### src/rtl/fft_bitrev_buf_pkg.sv
// -----------------------------------------------------------------------------
// fft_bitrev_buf_pkg
//
// Shared definitions for the 16-point FFT output reorder stage.
//   FFT_LOG2N / FFT_N : transform size (log2 and point count)
//   CALC_TEMP_W       : width of one signed real or imaginary sample
//   calc_temp_t       : one signed sample of CALC_TEMP_W bits
//   calc_cplx_t       : packed {re, im} pair as it travels on the data bus
//   bitrev()          : reverses the bits of an FFT_LOG2N-bit index
// -----------------------------------------------------------------------------
package fft_bitrev_buf_pkg;

    localparam int FFT_LOG2N   = 4;
    localparam int FFT_N       = 1 << FFT_LOG2N;
    localparam int CALC_TEMP_W = 16;

    typedef logic signed [CALC_TEMP_W-1:0] calc_temp_t;

    typedef struct packed {
        calc_temp_t re;
        calc_temp_t im;
    } calc_cplx_t;

    // Bit 0 of the index becomes the MSB of the result, and so on.
    function automatic logic [FFT_LOG2N-1:0] bitrev(input logic [FFT_LOG2N-1:0] idx);
        logic [FFT_LOG2N-1:0] r;
        for (int b = 0; b < FFT_LOG2N; b++) begin
            r[b] = idx[FFT_LOG2N-1-b];
        end
        return r;
    endfunction

endpackage

### src/rtl/fft_bitrev_buf_if.sv
// -----------------------------------------------------------------------------
// fft_bitrev_buf_if
//
// Stream bundle around the reorder buffer: one valid/ready channel going in
// (bit-reversed order) and one coming out (natural order).
//   in_valid  / in_ready       upstream handshake
//   in_re     / in_im          signed sample, bit-reversed arrival order
//   out_valid / out_ready      downstream handshake
//   out_re    / out_im         signed sample, natural order
//   out_idx                    natural frequency index of out_re/out_im
//   out_last                   high together with out_idx == N-1
// Modports:
//   slave  : the reorder buffer itself
//   master : whatever sits around it (upstream source + downstream sink)
// -----------------------------------------------------------------------------
interface fft_bitrev_buf_if
    import fft_bitrev_buf_pkg::*;
#(
    parameter int DATA_W = CALC_TEMP_W,
    parameter int LOG2N  = FFT_LOG2N
);

    logic                     in_valid;
    logic                     in_ready;
    logic signed [DATA_W-1:0] in_re;
    logic signed [DATA_W-1:0] in_im;

    logic                     out_valid;
    logic                     out_ready;
    logic signed [DATA_W-1:0] out_re;
    logic signed [DATA_W-1:0] out_im;
    logic [LOG2N-1:0]         out_idx;
    logic                     out_last;

    modport slave (
        input  in_valid, in_re, in_im, out_ready,
        output in_ready, out_valid, out_re, out_im, out_idx, out_last
    );

    modport master (
        output in_valid, in_re, in_im, out_ready,
        input  in_ready, out_valid, out_re, out_im, out_idx, out_last
    );

endinterface

### src/rtl/fft_bitrev_bank.sv
// -----------------------------------------------------------------------------
// fft_bitrev_bank
//
// Simple dual-port RAM holding both ping-pong banks: the bank select is the
// MSB of each address. One write port, one synchronous read port whose output
// register doubles as the reorder stage's output data register, so it only
// updates on rd_en and is cleared by reset. Array contents are not reset.
//   clk    : rising-edge clock
//   rst_n  : synchronous active-low reset (read register only)
//   wr_en, wr_addr, wr_data : write port
//   rd_en, rd_addr          : read request, data appears in rd_data next edge
//   rd_data                 : registered read data, held while rd_en is low
// -----------------------------------------------------------------------------
module fft_bitrev_bank
    import fft_bitrev_buf_pkg::*;
#(
    parameter int DATA_W = CALC_TEMP_W,
    parameter int AW     = FFT_LOG2N + 1
) (
    input  logic                  clk,
    input  logic                  rst_n,
    input  logic                  wr_en,
    input  logic [AW-1:0]         wr_addr,
    input  logic [2*DATA_W-1:0]   wr_data,
    input  logic                  rd_en,
    input  logic [AW-1:0]         rd_addr,
    output logic [2*DATA_W-1:0]   rd_data
);

    logic [2*DATA_W-1:0] mem [0:(1<<AW)-1];

    always_ff @(posedge clk) begin
        if (wr_en) begin
            mem[wr_addr] <= wr_data;
        end
    end

    // Read register: holds its value while the consumer stalls.
    always_ff @(posedge clk) begin
        if (!rst_n) begin
            rd_data <= '0;
        end else if (rd_en) begin
            rd_data <= mem[rd_addr];
        end
    end

endmodule

### src/rtl/fft_bitrev_buf.sv
// -----------------------------------------------------------------------------
// fft_bitrev_buf
//
// Output reorder stage of the 16-point FFT. Samples arrive in bit-reversed
// order and leave in natural order (index 0..N-1). Two banks are used as a
// ping-pong pair so the next frame can be written while the previous one
// drains. Each bank has a full flag: the writer fills the bank it owns until
// the flag is set, the reader drains a full bank and clears the flag after
// loading its last entry.
//
// Ports:
//   clk    : rising-edge clock
//   rst_n  : synchronous active-low reset; drops partial and full frames
//   bus    : fft_bitrev_buf_if.slave (valid/ready in, valid/ready out,
//            out_idx natural index, out_last with index N-1)
//
// Build option:
//   BITREV_SCALE_EN : when defined, each output part is divided by N with
//                     round-half-up; timing and handshake are unchanged.
// -----------------------------------------------------------------------------
module fft_bitrev_buf
    import fft_bitrev_buf_pkg::*;
#(
    parameter int DATA_W = CALC_TEMP_W,
    parameter int LOG2N  = FFT_LOG2N
) (
    input  logic            clk,
    input  logic            rst_n,
    fft_bitrev_buf_if.slave bus
);

    localparam logic [LOG2N-1:0] IDX_LAST = '1;

    // Control state
    logic [LOG2N-1:0] wr_cnt;
    logic [LOG2N-1:0] rd_cnt;
    logic             wr_bank;
    logic             rd_bank;
    logic [1:0]       bank_full;
    logic [1:0]       bank_full_nxt;

    logic             wr_fire;
    logic             wr_wrap;
    logic             refill;
    logic             rd_wrap;
    logic [LOG2N-1:0] wr_row;

    // Output stage
    logic                     out_valid_p1;
    logic [LOG2N-1:0]         out_idx_p1;
    logic                     out_last_p1;
    logic [2*DATA_W-1:0]      rd_word_p1;
    logic signed [DATA_W-1:0] rd_re_p1;
    logic signed [DATA_W-1:0] rd_im_p1;

`ifdef BITREV_SCALE_EN
    // Divide by N with round-half-up. The extra bit keeps x + N/2 from
    // wrapping at the positive end of the range.
    function automatic logic signed [DATA_W-1:0] scale_round(input logic signed [DATA_W-1:0] x);
        logic signed [DATA_W:0] ext;
        logic signed [DATA_W:0] sum;
        logic signed [DATA_W:0] shf;
        ext = {x[DATA_W-1], x};
        sum = ext + $signed((DATA_W+1)'(1 << (LOG2N-1)));
        shf = sum >>> LOG2N;
        return shf[DATA_W-1:0];
    endfunction
`endif

    // ---- stage 0: write side and read request ----
    assign wr_row        = bitrev(wr_cnt);
    assign bus.in_ready  = !bank_full[wr_bank];
    assign wr_fire       = bus.in_valid && !bank_full[wr_bank];
    assign wr_wrap       = wr_fire && (wr_cnt == IDX_LAST);

    // The output register can take a new sample when it is empty or its
    // current sample leaves this cycle, and the reader's bank holds a frame.
    assign refill        = (!out_valid_p1 || bus.out_ready) && bank_full[rd_bank];
    assign rd_wrap       = refill && (rd_cnt == IDX_LAST);

    // The writer only ever owns a non-full bank and the reader only a full
    // one, so a set and a clear in the same cycle always hit different banks.
    always_comb begin
        bank_full_nxt = bank_full;
        if (wr_wrap) begin
            bank_full_nxt[wr_bank] = 1'b1;
        end
        if (rd_wrap) begin
            bank_full_nxt[rd_bank] = 1'b0;
        end
    end

    fft_bitrev_bank #(
        .DATA_W (DATA_W),
        .AW     (LOG2N + 1)
    ) u_bank (
        .clk     (clk),
        .rst_n   (rst_n),
        .wr_en   (wr_fire),
        .wr_addr ({wr_bank, wr_row}),
        .wr_data ({bus.in_re, bus.in_im}),
        .rd_en   (refill),
        .rd_addr ({rd_bank, rd_cnt}),
        .rd_data (rd_word_p1)
    );

    always_ff @(posedge clk) begin
        if (!rst_n) begin
            wr_cnt       <= '0;
            rd_cnt       <= '0;
            wr_bank      <= 1'b0;
            rd_bank      <= 1'b0;
            bank_full    <= 2'b00;
            out_valid_p1 <= 1'b0;
            out_idx_p1   <= '0;
            out_last_p1  <= 1'b0;
        end else begin
            bank_full <= bank_full_nxt;

            if (wr_fire) begin
                wr_cnt <= wr_cnt + 1'b1;
                if (wr_wrap) begin
                    wr_bank <= ~wr_bank;
                end
            end

            if (refill) begin
                out_valid_p1 <= 1'b1;
                out_idx_p1   <= rd_cnt;
                out_last_p1  <= (rd_cnt == IDX_LAST);
                rd_cnt       <= rd_cnt + 1'b1;
                if (rd_wrap) begin
                    rd_bank <= ~rd_bank;
                end
            end else if (out_valid_p1 && bus.out_ready) begin
                out_valid_p1 <= 1'b0;
            end
        end
    end

    // ---- stage 1: registered output ----
    assign rd_re_p1 = rd_word_p1[2*DATA_W-1:DATA_W];
    assign rd_im_p1 = rd_word_p1[DATA_W-1:0];

`ifdef BITREV_SCALE_EN
    assign bus.out_re = scale_round(rd_re_p1);
    assign bus.out_im = scale_round(rd_im_p1);
`else
    assign bus.out_re = rd_re_p1;
    assign bus.out_im = rd_im_p1;
`endif

    assign bus.out_valid = out_valid_p1;
    assign bus.out_idx   = out_idx_p1;
    assign bus.out_last  = out_last_p1;

endmodule

### src/flat_wrapper.sv
// flat-port wrapper written by rule: the top's interface ports become plain ports
module fft_bitrev_buf_flat import fft_bitrev_buf_pkg::*;
#(
    parameter int DATA_W = CALC_TEMP_W,
    parameter int LOG2N  = FFT_LOG2N
)
  (clk, rst_n, bus_in_valid, bus_in_re, bus_in_im, bus_out_ready, bus_in_ready, bus_out_valid, bus_out_re, bus_out_im, bus_out_idx, bus_out_last);
  fft_bitrev_buf_if #(.DATA_W(DATA_W), .LOG2N(LOG2N)) bus_i ();
  input  logic clk;
  input  logic rst_n;
  input wire logic [$bits(bus_i.in_valid)-1:0] bus_in_valid;
  input wire logic [$bits(bus_i.in_re)-1:0] bus_in_re;
  input wire logic [$bits(bus_i.in_im)-1:0] bus_in_im;
  input wire logic [$bits(bus_i.out_ready)-1:0] bus_out_ready;
  output wire logic [$bits(bus_i.in_ready)-1:0] bus_in_ready;
  output wire logic [$bits(bus_i.out_valid)-1:0] bus_out_valid;
  output wire logic [$bits(bus_i.out_re)-1:0] bus_out_re;
  output wire logic [$bits(bus_i.out_im)-1:0] bus_out_im;
  output wire logic [$bits(bus_i.out_idx)-1:0] bus_out_idx;
  output wire logic [$bits(bus_i.out_last)-1:0] bus_out_last;
  assign bus_i.in_valid = bus_in_valid;
  assign bus_i.in_re = bus_in_re;
  assign bus_i.in_im = bus_in_im;
  assign bus_i.out_ready = bus_out_ready;
  assign bus_in_ready = bus_i.in_ready;
  assign bus_out_valid = bus_i.out_valid;
  assign bus_out_re = bus_i.out_re;
  assign bus_out_im = bus_i.out_im;
  assign bus_out_idx = bus_i.out_idx;
  assign bus_out_last = bus_i.out_last;
  fft_bitrev_buf #(.DATA_W(DATA_W), .LOG2N(LOG2N)) u_core (.clk(clk), .rst_n(rst_n), .bus(bus_i));
endmodule
### config.mk
export PLATFORM = sky130hd
export DESIGN_NAME = fft_bitrev_buf_flat
export DESIGN_NICKNAME = d
export VERILOG_FILES = /design/src/rtl/fft_bitrev_buf_pkg.sv /design/src/rtl/fft_bitrev_buf_if.sv /design/src/rtl/fft_bitrev_bank.sv /design/src/rtl/fft_bitrev_buf.sv /design/src/flat_wrapper.sv
export SDC_FILE = /design/constraint.sdc
export NUM_CORES = 1
export LEC_CHECK = 0
export ABC_CLOCK_PERIOD_IN_PS = 4310
export BUFFER_PORTS_ARGS = -buffer_cell sky130_fd_sc_hd__buf_2
export CORE_MARGIN = 2
export CORE_UTILIZATION = 45
export CTS_CLUSTER_SIZE = 8
export DETAILED_ROUTE_END_ITERATION = 6
export PLACE_DENSITY = 0.68
export SLEW_MARGIN = 10
export SYNTH_ARGS = -nofsm -noshare
export SYNTH_HDL_FRONTEND = slang
export SYNTH_SLANG_ARGS = --single-unit
### constraint.sdc
create_clock -name clk -period 4.31 [get_ports clk]
set_clock_uncertainty 0.2 [all_clocks]
set_input_delay 0 -clock clk [delete_from_list [all_inputs] [get_ports clk]]
set_output_delay 0 -clock clk [all_outputs]
set_load 0.03 [all_outputs]
==> metrics list <==
- In this run the critical register-to-register path is launched from u_core.wr_bank.
- Setup tns final: 0 ps
- Headroom to the max-slew limit came out at between 40 and 50%.
- Start point of the critical path: u_core.wr_bank
- Post-synthesis register bit count: between 1000 and 1500
* Overflow after GRT: 0
* Via count of the first global-routing pass: 22500
* Post-layout net count: approximately 2600
- After clock tree synthesis, the setup repair step added 0 buffers.
- Clock Path Buffers: 3
- The run finished with clean final reports.
- Routed wire length: between 100000 and 150000 um
- For this run, the number of Yosys warnings is 0.
- The initial antenna violation count is 5.
- Peak clock frequency supported by timing: between 200 and 300 MHz
- Largest stage delay, worst path: 770 ps
- In this run the cell area measured after placement is 0.0437 mm2.
- Overall global routing resource usage: a little over a fifth
- Number of nets still failing antenna checks after routing: 0
* Clock-pin slew of the registers on the worst-case setup and hold paths: roughly 50 ps
* Most common library cell in the layout ignoring fill and taps: sky130_fd_sc_hd__edfxtp_1
* Critical path type: reg2reg
- Area of the mapped netlist: 0.0414 mm2
* Effective utilization at floorplan: 45.3%
* Crit path arrival time: around 3800 ps
- Die W: approximately 310 um
- When the netlist entered floorplanning its net count stood at roughly 2400.
- The initialized floorplan defines approximately 110 standard-cell rows.
- Power spread over the standard cell area amounts to around 470 mW/mm2.
- Hpwl dp: 56300 um
- Via-to-Cell Ratio: ~5.8
* Static Leak: between 10 and 15 nW
* Max-cap violations: 0
- Total iterations of the first detailed-routing run: 5
* TritonCTS clock tree: done
- In this run, the number of DRC markers left after iteration 0 of detailed routing was 2121.
- After detailed routing, the number of remaining DRC violations is 0.
* Post-Layout Inst Area: 0.0486 mm2
* Period minus WS final: approximately 3600 ps
- Category of the worst setup path capture point: flip-flop
- Critical-path cell list: mux2i_1, and2_1, nand3_1, nor2_4, buf_4
- The worst path uses between 80 and 90% of the clock period.
- The total area inside the core boundary comes to between 0.09 and 0.1 mm2.
- Cells with a size suffix above 1 make up between 10% and 20% of the layout.
- The clock net in this run drives a total of between 1000 and 1500 sinks.
* DP Cell Count: roughly 3500
* Number of hold buffers added after cts: 38
* Vias after detailed routing: ~22000
- Startpoint Class: flip-flop
- After synthesis, the netlist uses 33 different library cells.
- At the worst endpoint, the required time is approximately 4500 ps.
* Worst Max-Slew Pin Slew: between 800 and 900 ps
* Height of the die: approximately 310 um
- Together, buffers and inverters on the worst path number 1.
- At the end of routability-driven placement, the weighted congestion stood at a little over 0.8.
- The share of the Yosys chip area taken by registers is around three quarters.
- Leaving out fill and tap cells, the most frequent cells in the layout are sky130_fd_sc_hd__edfxtp_1 (1024), sky130_fd_sc_hd__mux2i_1 (520), sky130_fd_sc_hd__a22oi_1 (256).
* Resize count post-CTS: 0
- Maximum net fanout on the critical path: 15
- Among all stages on the critical path, the largest delay is contributed by sky130_fd_sc_hd__dfxtp_1.
* Library cell used as clock root buffer: sky130_fd_sc_hd__clkbuf_16
* Count of endpoints failing hold in the final timing report: 0
- Cts bufs inserted: ~150
- H-tree levels: 4
- For this design the top-level I/O count stands at 75.
* Die area: about 0.094 mm2
- Critical hold path startpoint: bus_in_re[14]
- The final max-slew violation count is 0.
- Number of antenna diodes: 0
- Port buffering added 74 buffers.
* Hold Path Class: in2reg
- After the flow finishes, the layout carries non-filler instances totaling around 3800.
- Setup repair after global routing left no endpoint under its margin.
* Instance count of the mapped netlist: around 2300
- Critical path's top delay family: simple AND/OR/NAND/NOR gates
- VDD sags by at most around 0.00045 V.
* Average size of a mapped cell: 17.9 um2
* Final core area utilization: a little over half
* Finish-stage setup viols: 0
- Wire per inst: 26.5 um
- Relative to the synthesized area, the layout overhead comes to 17.4%.
- At the later pin of the worst-skew pair, clock insertion delay measures 740 ps.
- The first global-routing pass estimated 148000 um of wire.
* Number of fill cells in the layout: 7098
- Entering global routing, the biggest net connects between 80 and 90 pins.
==> metal layers <==
metal  routed length (um)  vias up  global-route usage [%]
li1                     -     9767                       -
met1                41000    11500                    27.9
met2                50200      844                    35.7
met3                 6690      187                    3.82
met4                 3210        4                    8.67
met5                   26        -                       0
==> cell families (layout without fill, tap and decap cells) <==
logic type,Yosys count,after routing,share of synthesized area [%]
AO/OA/AOI/OAI,454,454,7.07
XOR/XNOR,8,8,0.169
adder cells (fa/ha/maj),2,2,0.0604
buffers and inverters,150,461,1.94
flip-flops,1074,1074,76.7
multiplexers,520,520,12.6
AND/OR/NAND/NOR,111,111,1.50
==> sequential cells by signal, summed over array words and instances, names as in the netlist <==
register	cells
u_core.bank_full	2
u_core.bus.out_last	1
u_core.bus.out_valid	1
u_core.bus.out_idx	4
u_core.wr_bank	1
u_core.rd_bank	1
u_core.rd_cnt	4
u_core.wr_cnt	4
u_core.u_bank.mem	1024
u_core.u_bank.rd_data	32
==> report_power, final <==
| group | total [W] | internal (W) | switching (W) |
|---|---|---|---|
| Clock | 0.0110 | 0.00664 | 0.00432 |
| Sequential | 0.0115 | 0.0115 | 0.0000187 |
| Combinational | 0.000393 | 0.000104 | 0.000288 |
==> synth_stat cells, drive strengths merged <==
| library cell | instances | area [um2] |
|---|---|---|
| o21ba | 1 | 10.0 |
| nor2b | 8 | 50.1 |
| or2 | 1 | 6.26 |
| a21boi | 2 | 15.0 |
| a21oi | 161 | 806 |
| o21ai | 33 | 165 |
| a22oi | 256 | 1920 |
| edfxtp | 1024 | 30700 |
| o221a | 1 | 11.3 |
| ha | 2 | 25.0 |
| nor3 | 5 | 25.0 |
| mux2i | 520 | 5200 |
| nand4 | 3 | 18.8 |
| and2 | 10 | 62.6 |
| dfxtp | 50 | 1000 |
| clkbuf | 73 | 297 |
| nand3 | 6 | 30.0 |
| nand2 | 8 | 30.0 |
| inv | 5 | 18.8 |
| nand3b | 2 | 15.0 |
| or3 | 2 | 12.5 |
| nand2b | 2 | 12.5 |
| xnor2 | 6 | 52.6 |
| xor2 | 2 | 17.5 |
| nor2 | 32 | 120 |
| or4 | 32 | 240 |
| buf | 72 | 488 |
==> layout make-up <==
class,count,area [um2],area share [%]
Sequential cell,1074,31800,65.4
Multi-Input combinational cell,1095,9140,18.8
Clock buffer,242,4140,8.52
Timing Repair Buffer,198,1720,3.54
Tap cell,1186,1480,3.05
Clock inverter,16,328,0.675
Inverter,5,18.8,0.0386
==> worst reg2reg max path: cells and delay by family, from the launching register on <==
kind | cells | cell delay, ps
buf+inv | 1 | 330
mux | 1 | 320
simple gates | 3 | 1650
flops | 1 | 770
==> path summary, 6_finish.rpt <==
check,to,slack [ps],depth (start not counted)
max,u_core.u_bank.mem[27][6],730,5
min,u_core.u_bank.mem[30][30],110,2
max reg2reg,u_core.u_bank.mem[27][6],730,5
min reg2reg,u_core.bus.out_last,270,2
==> stage by stage <==
step | total power [W] | setup slack [ps] | hold WS (ps)
CTS | 0.0230 | 746 | 80.7
floorplan | 0.0118 | -259 | -101
detailed placement | 0.0121 | 789 | 154
global placement | 0.0121 | 811 | 139
global route | 0.0235 | 590 | 121
finish | 0.0229 | 731 | 111
No activity file was read; power rests on OpenSTA's default activity.
